File: src/rtl/rr_mux_arb_pkg.sv
// Shared types and sizing helpers for the round-robin arbitrated mux.
// Optional packet lock is enabled by defining RR_MUX_ARB_PKT_LOCK_EN.
package rr_mux_pkg;

  localparam int DEF_N = 4;
  localparam int DEF_W = 8;

  typedef enum logic {
    ST_OPEN   = 1'b0,
    ST_LOCKED = 1'b1
  } lock_state_e;

  // Channel index width; a single channel still needs one bit to carry an index.
  function automatic int chan_w(input int n);
    return (n > 1) ? $clog2(n) : 1;
  endfunction

endpackage

File: src/rtl/rr_mux_arb_if.sv
// Handshake bundle between N producers, the arbitrated mux and one consumer.
// Carries in_last/out_last only when RR_MUX_ARB_PKT_LOCK_EN is defined.
interface rr_mux_arb_if
  import rr_mux_pkg::*;
#(
  parameter int N = DEF_N,
  parameter int W = DEF_W
);
  localparam int CW = chan_w(N);

  logic [N-1:0]   in_valid;
  logic [N-1:0]   in_ready;
  logic [N*W-1:0] in_data;
  logic           out_valid;
  logic           out_ready;
  logic [W-1:0]   out_data;
  logic [CW-1:0]  out_chan;
`ifdef RR_MUX_ARB_PKT_LOCK_EN
  logic [N-1:0]   in_last;
  logic           out_last;

  modport slave (
    input  in_valid, in_data, in_last, out_ready,
    output in_ready, out_valid, out_data, out_chan, out_last
  );
  modport master (
    output in_valid, in_data, in_last, out_ready,
    input  in_ready, out_valid, out_data, out_chan, out_last
  );
`else
  modport slave (
    input  in_valid, in_data, out_ready,
    output in_ready, out_valid, out_data, out_chan
  );
  modport master (
    output in_valid, in_data, out_ready,
    input  in_ready, out_valid, out_data, out_chan
  );
`endif

endinterface

File: src/rtl/rr_mux_arb_arbiter.sv
// Combinational round-robin arbiter: double-width masked priority encoder
// starting the search at ptr and wrapping through the second copy of req.
module rr_arbiter
  import rr_mux_pkg::*;
#(
  parameter  int N  = DEF_N,
  localparam int CW = chan_w(N)
) (
  input  logic [N-1:0]  req,
  input  logic [CW-1:0] ptr,
  output logic [N-1:0]  gnt,
  output logic [CW-1:0] gnt_idx,
  output logic          any_req
);

  logic [2*N-1:0] dbl_req;
  int             pos;
  logic           found;

  // Lower copy is masked below ptr; upper copy supplies the wrapped-around channels.
  genvar gi;
  generate
    for (gi = 0; gi < 2 * N; gi++) begin : g_dbl
      assign dbl_req[gi] = req[gi % N] & ((gi >= N) || (gi >= int'(ptr)));
    end
  endgenerate

  always_comb begin
    found = 1'b0;
    pos   = 0;
    for (int i = 0; i < 2 * N; i++) begin
      if (!found && dbl_req[i]) begin
        found = 1'b1;
        pos   = i;
      end
    end
  end

  assign any_req = |req;
  assign gnt_idx = CW'((pos >= N) ? (pos - N) : pos);

  generate
    for (gi = 0; gi < N; gi++) begin : g_gnt
      assign gnt[gi] = any_req && (int'(gnt_idx) == gi);
    end
  endgenerate

endmodule

File: src/rtl/rr_mux_arb.sv
// N-channel W-bit round-robin mux with valid/ready handshakes and a registered output.
// Define RR_MUX_ARB_PKT_LOCK_EN to hold the grant on one channel until its last beat.
module rr_mux_arb
  import rr_mux_pkg::*;
#(
  parameter int N = DEF_N,
  parameter int W = DEF_W
) (
  input  logic        clk,
  input  logic        rst,
  rr_mux_arb_if.slave bus
);
  localparam int CW = chan_w(N);

  logic          load;
  logic [N-1:0]  req;
  logic [N-1:0]  gnt;
  logic [CW-1:0] gnt_idx;
  logic          any_req;
  logic [CW-1:0] ptr_inc;

  logic          out_valid_reg, out_valid_next;
  logic [W-1:0]  out_data_reg,  out_data_next;
  logic [CW-1:0] out_chan_reg,  out_chan_next;
  logic [CW-1:0] ptr_reg,       ptr_next;

  assign load = !out_valid_reg || bus.out_ready;

`ifdef RR_MUX_ARB_PKT_LOCK_EN
  lock_state_e   state_reg, state_next;
  logic [CW-1:0] lock_chan_reg, lock_chan_next;
  logic          out_last_reg, out_last_next;
  logic [N-1:0]  lock_mask;

  always_comb begin
    lock_mask            = '0;
    lock_mask[lock_chan_reg] = 1'b1;
  end

  // While locked only the owning channel may request; others keep waiting.
  assign req = (state_reg == ST_LOCKED) ? (bus.in_valid & lock_mask) : bus.in_valid;
  assign bus.out_last = out_last_reg;
`else
  assign req = bus.in_valid;
`endif

  rr_arbiter #(.N(N)) u_arb (
    .req     (req),
    .ptr     (ptr_reg),
    .gnt     (gnt),
    .gnt_idx (gnt_idx),
    .any_req (any_req)
  );

  assign bus.in_ready = (load && !rst) ? gnt : '0;
  assign ptr_inc      = (int'(gnt_idx) == N - 1) ? '0 : gnt_idx + CW'(1);

  always_comb begin
    out_valid_next = out_valid_reg;
    out_data_next  = out_data_reg;
    out_chan_next  = out_chan_reg;
    ptr_next       = ptr_reg;
`ifdef RR_MUX_ARB_PKT_LOCK_EN
    state_next     = state_reg;
    lock_chan_next = lock_chan_reg;
    out_last_next  = out_last_reg;
`endif
    if (load) begin
      if (any_req) begin
        out_valid_next = 1'b1;
        out_data_next  = bus.in_data[gnt_idx * W +: W];
        out_chan_next  = gnt_idx;
`ifdef RR_MUX_ARB_PKT_LOCK_EN
        out_last_next  = bus.in_last[gnt_idx];
        if (bus.in_last[gnt_idx]) begin
          ptr_next   = ptr_inc;
          state_next = ST_OPEN;
        end else begin
          state_next     = ST_LOCKED;
          lock_chan_next = gnt_idx;
        end
`else
        ptr_next       = ptr_inc;
`endif
      end else begin
        out_valid_next = 1'b0;
      end
    end
  end

  always_ff @(posedge clk or posedge rst) begin
    if (rst) begin
      out_valid_reg <= 1'b0;
      out_data_reg  <= '0;
      out_chan_reg  <= '0;
      ptr_reg       <= '0;
    end else begin
      out_valid_reg <= out_valid_next;
      out_data_reg  <= out_data_next;
      out_chan_reg  <= out_chan_next;
      ptr_reg       <= ptr_next;
    end
  end

`ifdef RR_MUX_ARB_PKT_LOCK_EN
  always_ff @(posedge clk or posedge rst) begin
    if (rst) begin
      state_reg     <= ST_OPEN;
      lock_chan_reg <= '0;
      out_last_reg  <= 1'b0;
    end else begin
      state_reg     <= state_next;
      lock_chan_reg <= lock_chan_next;
      out_last_reg  <= out_last_next;
    end
  end
`endif

  assign bus.out_valid = out_valid_reg;
  assign bus.out_data  = out_data_reg;
  assign bus.out_chan  = out_chan_reg;

endmodule

File: src/flat_wrapper.sv
// flat-port wrapper written by rule: the top's interface ports become plain ports
module rr_mux_arb_flat import rr_mux_pkg::*;
#(
  parameter int N = DEF_N,
  parameter int W = DEF_W
)
  (clk, rst, bus_in_valid, bus_in_data, bus_out_ready, bus_in_ready, bus_out_valid, bus_out_data, bus_out_chan);
  rr_mux_arb_if #(.N(N), .W(W)) bus_i ();
  input  logic clk;
  input  logic rst;
  input wire logic [$bits(bus_i.in_valid)-1:0] bus_in_valid;
  input wire logic [$bits(bus_i.in_data)-1:0] bus_in_data;
  input wire logic [$bits(bus_i.out_ready)-1:0] bus_out_ready;
  output wire logic [$bits(bus_i.in_ready)-1:0] bus_in_ready;
  output wire logic [$bits(bus_i.out_valid)-1:0] bus_out_valid;
  output wire logic [$bits(bus_i.out_data)-1:0] bus_out_data;
  output wire logic [$bits(bus_i.out_chan)-1:0] bus_out_chan;
  assign bus_i.in_valid = bus_in_valid;
  assign bus_i.in_data = bus_in_data;
  assign bus_i.out_ready = bus_out_ready;
  assign bus_in_ready = bus_i.in_ready;
  assign bus_out_valid = bus_i.out_valid;
  assign bus_out_data = bus_i.out_data;
  assign bus_out_chan = bus_i.out_chan;
  rr_mux_arb #(.N(N), .W(W)) u_core (.clk(clk), .rst(rst), .bus(bus_i));
endmodule
File: config.mk
export PLATFORM = sky130hd
export DESIGN_NAME = rr_mux_arb_flat
export DESIGN_NICKNAME = d
export VERILOG_FILES = /design/src/rtl/rr_mux_arb_pkg.sv /design/src/rtl/rr_mux_arb_if.sv /design/src/rtl/rr_mux_arb_arbiter.sv /design/src/rtl/rr_mux_arb.sv /design/src/flat_wrapper.sv
export SDC_FILE = /design/constraint.sdc
export NUM_CORES = 1
export LEC_CHECK = 0
export ABC_AREA = 1
export BUFFER_PORTS_ARGS = -buffer_cell sky130_fd_sc_hd__buf_2
export CORE_MARGIN = 2
export CORE_UTILIZATION = 30
export CTS_CLUSTER_DIAMETER = 120
export DETAILED_ROUTE_END_ITERATION = 16
export PLACE_DENSITY_LB_ADDON = 0.15
export SYNTH_ARGS = -nofsm -noshare
export SYNTH_HDL_FRONTEND = slang
export SYNTH_SLANG_ARGS = --single-unit
File: constraint.sdc
create_clock -name clk -period 2.25 [get_ports clk]
set_clock_uncertainty 0.2 [all_clocks]
set_input_delay 0.1125 -clock clk [delete_from_list [all_inputs] [get_ports clk]]
set_output_delay 0.1125 -clock clk [all_outputs]
set_load 0.02 [all_outputs]
==> out/metrics.yaml <==
status: "completed"
rsz0062_at_grt: "no"
regArea_sq_um: 325
utilization: 0.426
synth_top_cell_area_share: 0.281
synth_cell_types: 22
io_pins: 54
h-tree-depth: 1
r2r_cells: 12
path_common_cell: "nand2_1"
fillers: 446
dieArea_sq_um: 4380
finalCritPeriodShare: 0.903
drt-vias-per-instance: 4.21
hold_violations: 0
hpwl_mm: 2.29
yosys_warnings: 0
clkLatencyLatePin_ns: 0.24
end_kind: "primary output"
fin_crit_ns: 2.03
gr-total-overflow: 0
ys_ff_latch: 13
die_h_um: 66.1
yosysMostFrequentCell: "nand2_1"
timing.rr.start: "u_core.ptr_reg[0]$_DFFE_PP0P_"
numCtsBuffers: 3
dr_total_vias: 1251
drive_gt1_frac: 0.321
synth_compound_area_frac: 0.0432
largest_reg_flops: 8
core_sq_um: 3690
clkSinkCount: 13
gp_congestion: 0.710
synthTopCellsByArea: "dfrtp_1, nand2_1, nand3_1"
finalMaxSlewViolations: 0
path_max_fanout: 3
worstPathCellList: "inv_1 > nand2_1 > nand2_1 > nand2_1 > nand2_1 > inv_1 > nor2_4 > ha_1 > nand2_1 > nor2_1 > buf_2"
syn_nets: 231
clock_path_buffers: 2
fin_cells: 297
row_count: 22
ir_drop_v: 0.000315
cts_root_buffer: "clkbuf_8"
io_buffer_count: 53
worst_slew_pin_slew_ns: 0.480
ys_async_sr_fraction: 1.00
finalWirelength_mm: 2.83
grt_pass1_vias: 1231
setup_viol: 0
r2r_end: "u_core.bus.out_data[3]$_DFFE_PP0P_"
hold_slack_ns: 0.0650
antenna_left: 0
synth-simple-area-share: 0.456
power_mw: 1.39
reg2reg_slack_ns: 0.48
worstSetupEndpoint: "bus_in_ready[0]"
ys_seq_area_frac: 0.281
areaGrowthSynthToFinish_pct: 35.6
slowest_delay_ns: 0.38
synth_fa_ha_area_frac: 0.0432
grt_use_total: 0.147
cpMaxStageDelayCell: "dfrtp_1"
synth-xor-area-share: 0
drtPass1Iterations: 4
fmax_ghz: 0.492
synthMuxAreaShare: 0
drt_iter0_drc: 28
setup-tns-final_ns: 0
powerDensity_nw_per_um2: 885
cts_tree: "yes"
synth_common_cells: "nand2_1, inv_1, nand3_1"
initial_core_util: 0.314
p_leak_nw: 1.01
dp.cells: 288
grt_pass1_wl_mm: 5.07
startpoint_type: "flop"
wl_per_cell_um: 9.53
antenna_found_initial: 0
crit_type: "reg -> out"
slew_headroom: 0.679
drc_errors: 0
worstPathArrival_ns: 1.72
antenna_cells: 0
synth_area_sq_um: 1160
synth.largest_area_cell: "dfrtp_1"
path_clk_slew_ns: 0.06
synth_top_family_by_area: "simple AND/OR/NAND/NOR gates"
synth_flop_cell: "dfrtp_1"
min_path_type: "in -> reg"
required_ns: 1.94
syn_avg_cell_area_sq_um: 6.16
synth_edf_count: 0
grt_max_degree: 18
nets: 293
die_w_um: 66.1
crit_start: "u_core.ptr_reg[0]$_DFFE_PP0P_"
multi_input_area_sq_um: 631
syn_inst: 188
maxCapViolations: 0
power by group:
group	internal, mW	switching (mW)	leakage (nW)
sequential	0.320	0.0507	0.155
clock	0.122	0.0819	0.0255
combinational	0.312	0.505	0.832
cells in the final DEF, fill, tap and decap left out, types with 2 or more instances in the layout:
cell type      synthesis  final
buf_4                  2      8
nand2_1               59     59
nor2_1                11     10
inv_2                  2      2
nor2_2                 1      2
buf_2                  2     52
inv_1                 43     43
dlygate4sd3_1          0      2
nand2_2                7      7
nand3_1               33     33
dfrtp_1               13     13
ha_1                   4      4
clkbuf_8               0      3
layout make-up:
| type | count | area share |
|---|---|---|
| Multi-Input combinational cell | 125 | 0.401 |
| Clock buffer | 3 | 0.0263 |
| Clock inverter | 1 | 0.00318 |
| Tap cell | 48 | 0.0382 |
| Sequential cell | 13 | 0.207 |
| Timing Repair Buffer | 62 | 0.217 |
| Inverter | 45 | 0.107 |
through the flow:
step	instance area [sq um]	setup slack, ns
after floorplan	1160	0.410
after global placement	1480	0.213
after detailed placement	1480	0.165
after CTS	1540	0.0153
after global routing	1570	0.00523
final	1570	0.218
worst max-delay path, delay by kind of cell, from the launching register on:
kind	cells	cell delay [ns]
AND/OR/NAND/NOR	7	0.59
flip-flops	1	0.38
buffers and inverters	3	0.36
adder cells (fa/ha/maj)	1	0.15
layer usage:
metal | share of wire | up-vias | GRT usage
li1 | - | 683 | -
met1 | 0.45 | 535 | 0.174
met2 | 0.50 | 33 | 0.278
met3 | 0.052 | 0 | 0.0290
met4 | 0 | 0 | 0.0204
met5 | 0 | - | 0
how the worst min path moves through the flow:
stage                    start                            endpoint  slack [ns]  cells past startpoint
6_report       bus_in_data[26]  u_core.bus.out_data[2]$_DFFE_PP0P_        0.06                      7
5_1_grt        bus_in_data[28]  u_core.bus.out_data[4]$_DFFE_PP0P_        0.11                      7
4_1_cts        bus_in_data[29]  u_core.bus.out_data[5]$_DFFE_PP0P_        0.07                      7
3_5_place_dp               rst    u_core.bus.out_valid$_DFFE_PP0N_       -0.08                      3
3_3_place_gp               rst    u_core.bus.out_valid$_DFFE_PP0N_       -0.09                      3
2_1_floorplan              rst  u_core.bus.out_chan[0]$_DFFE_PP0P_       -0.20                      1
timing repair:
item                                    4_1_cts  5_1_grt
pin swaps                                     1        2
endpoints found under the setup margin        1        4
resized for setup                             0        2
buffers inserted                              0        3
hold buffers                                  2        0
hold endpoints to repair                     14        0
kinds of logic after synthesis:
| group | after synthesis |
|---|---|
| compound gates | 6 |
| fa+ha+maj | 4 |
| buf+inv | 50 |
| flops | 13 |
| simple gates | 115 |
(Power assumes the default switching activity.)
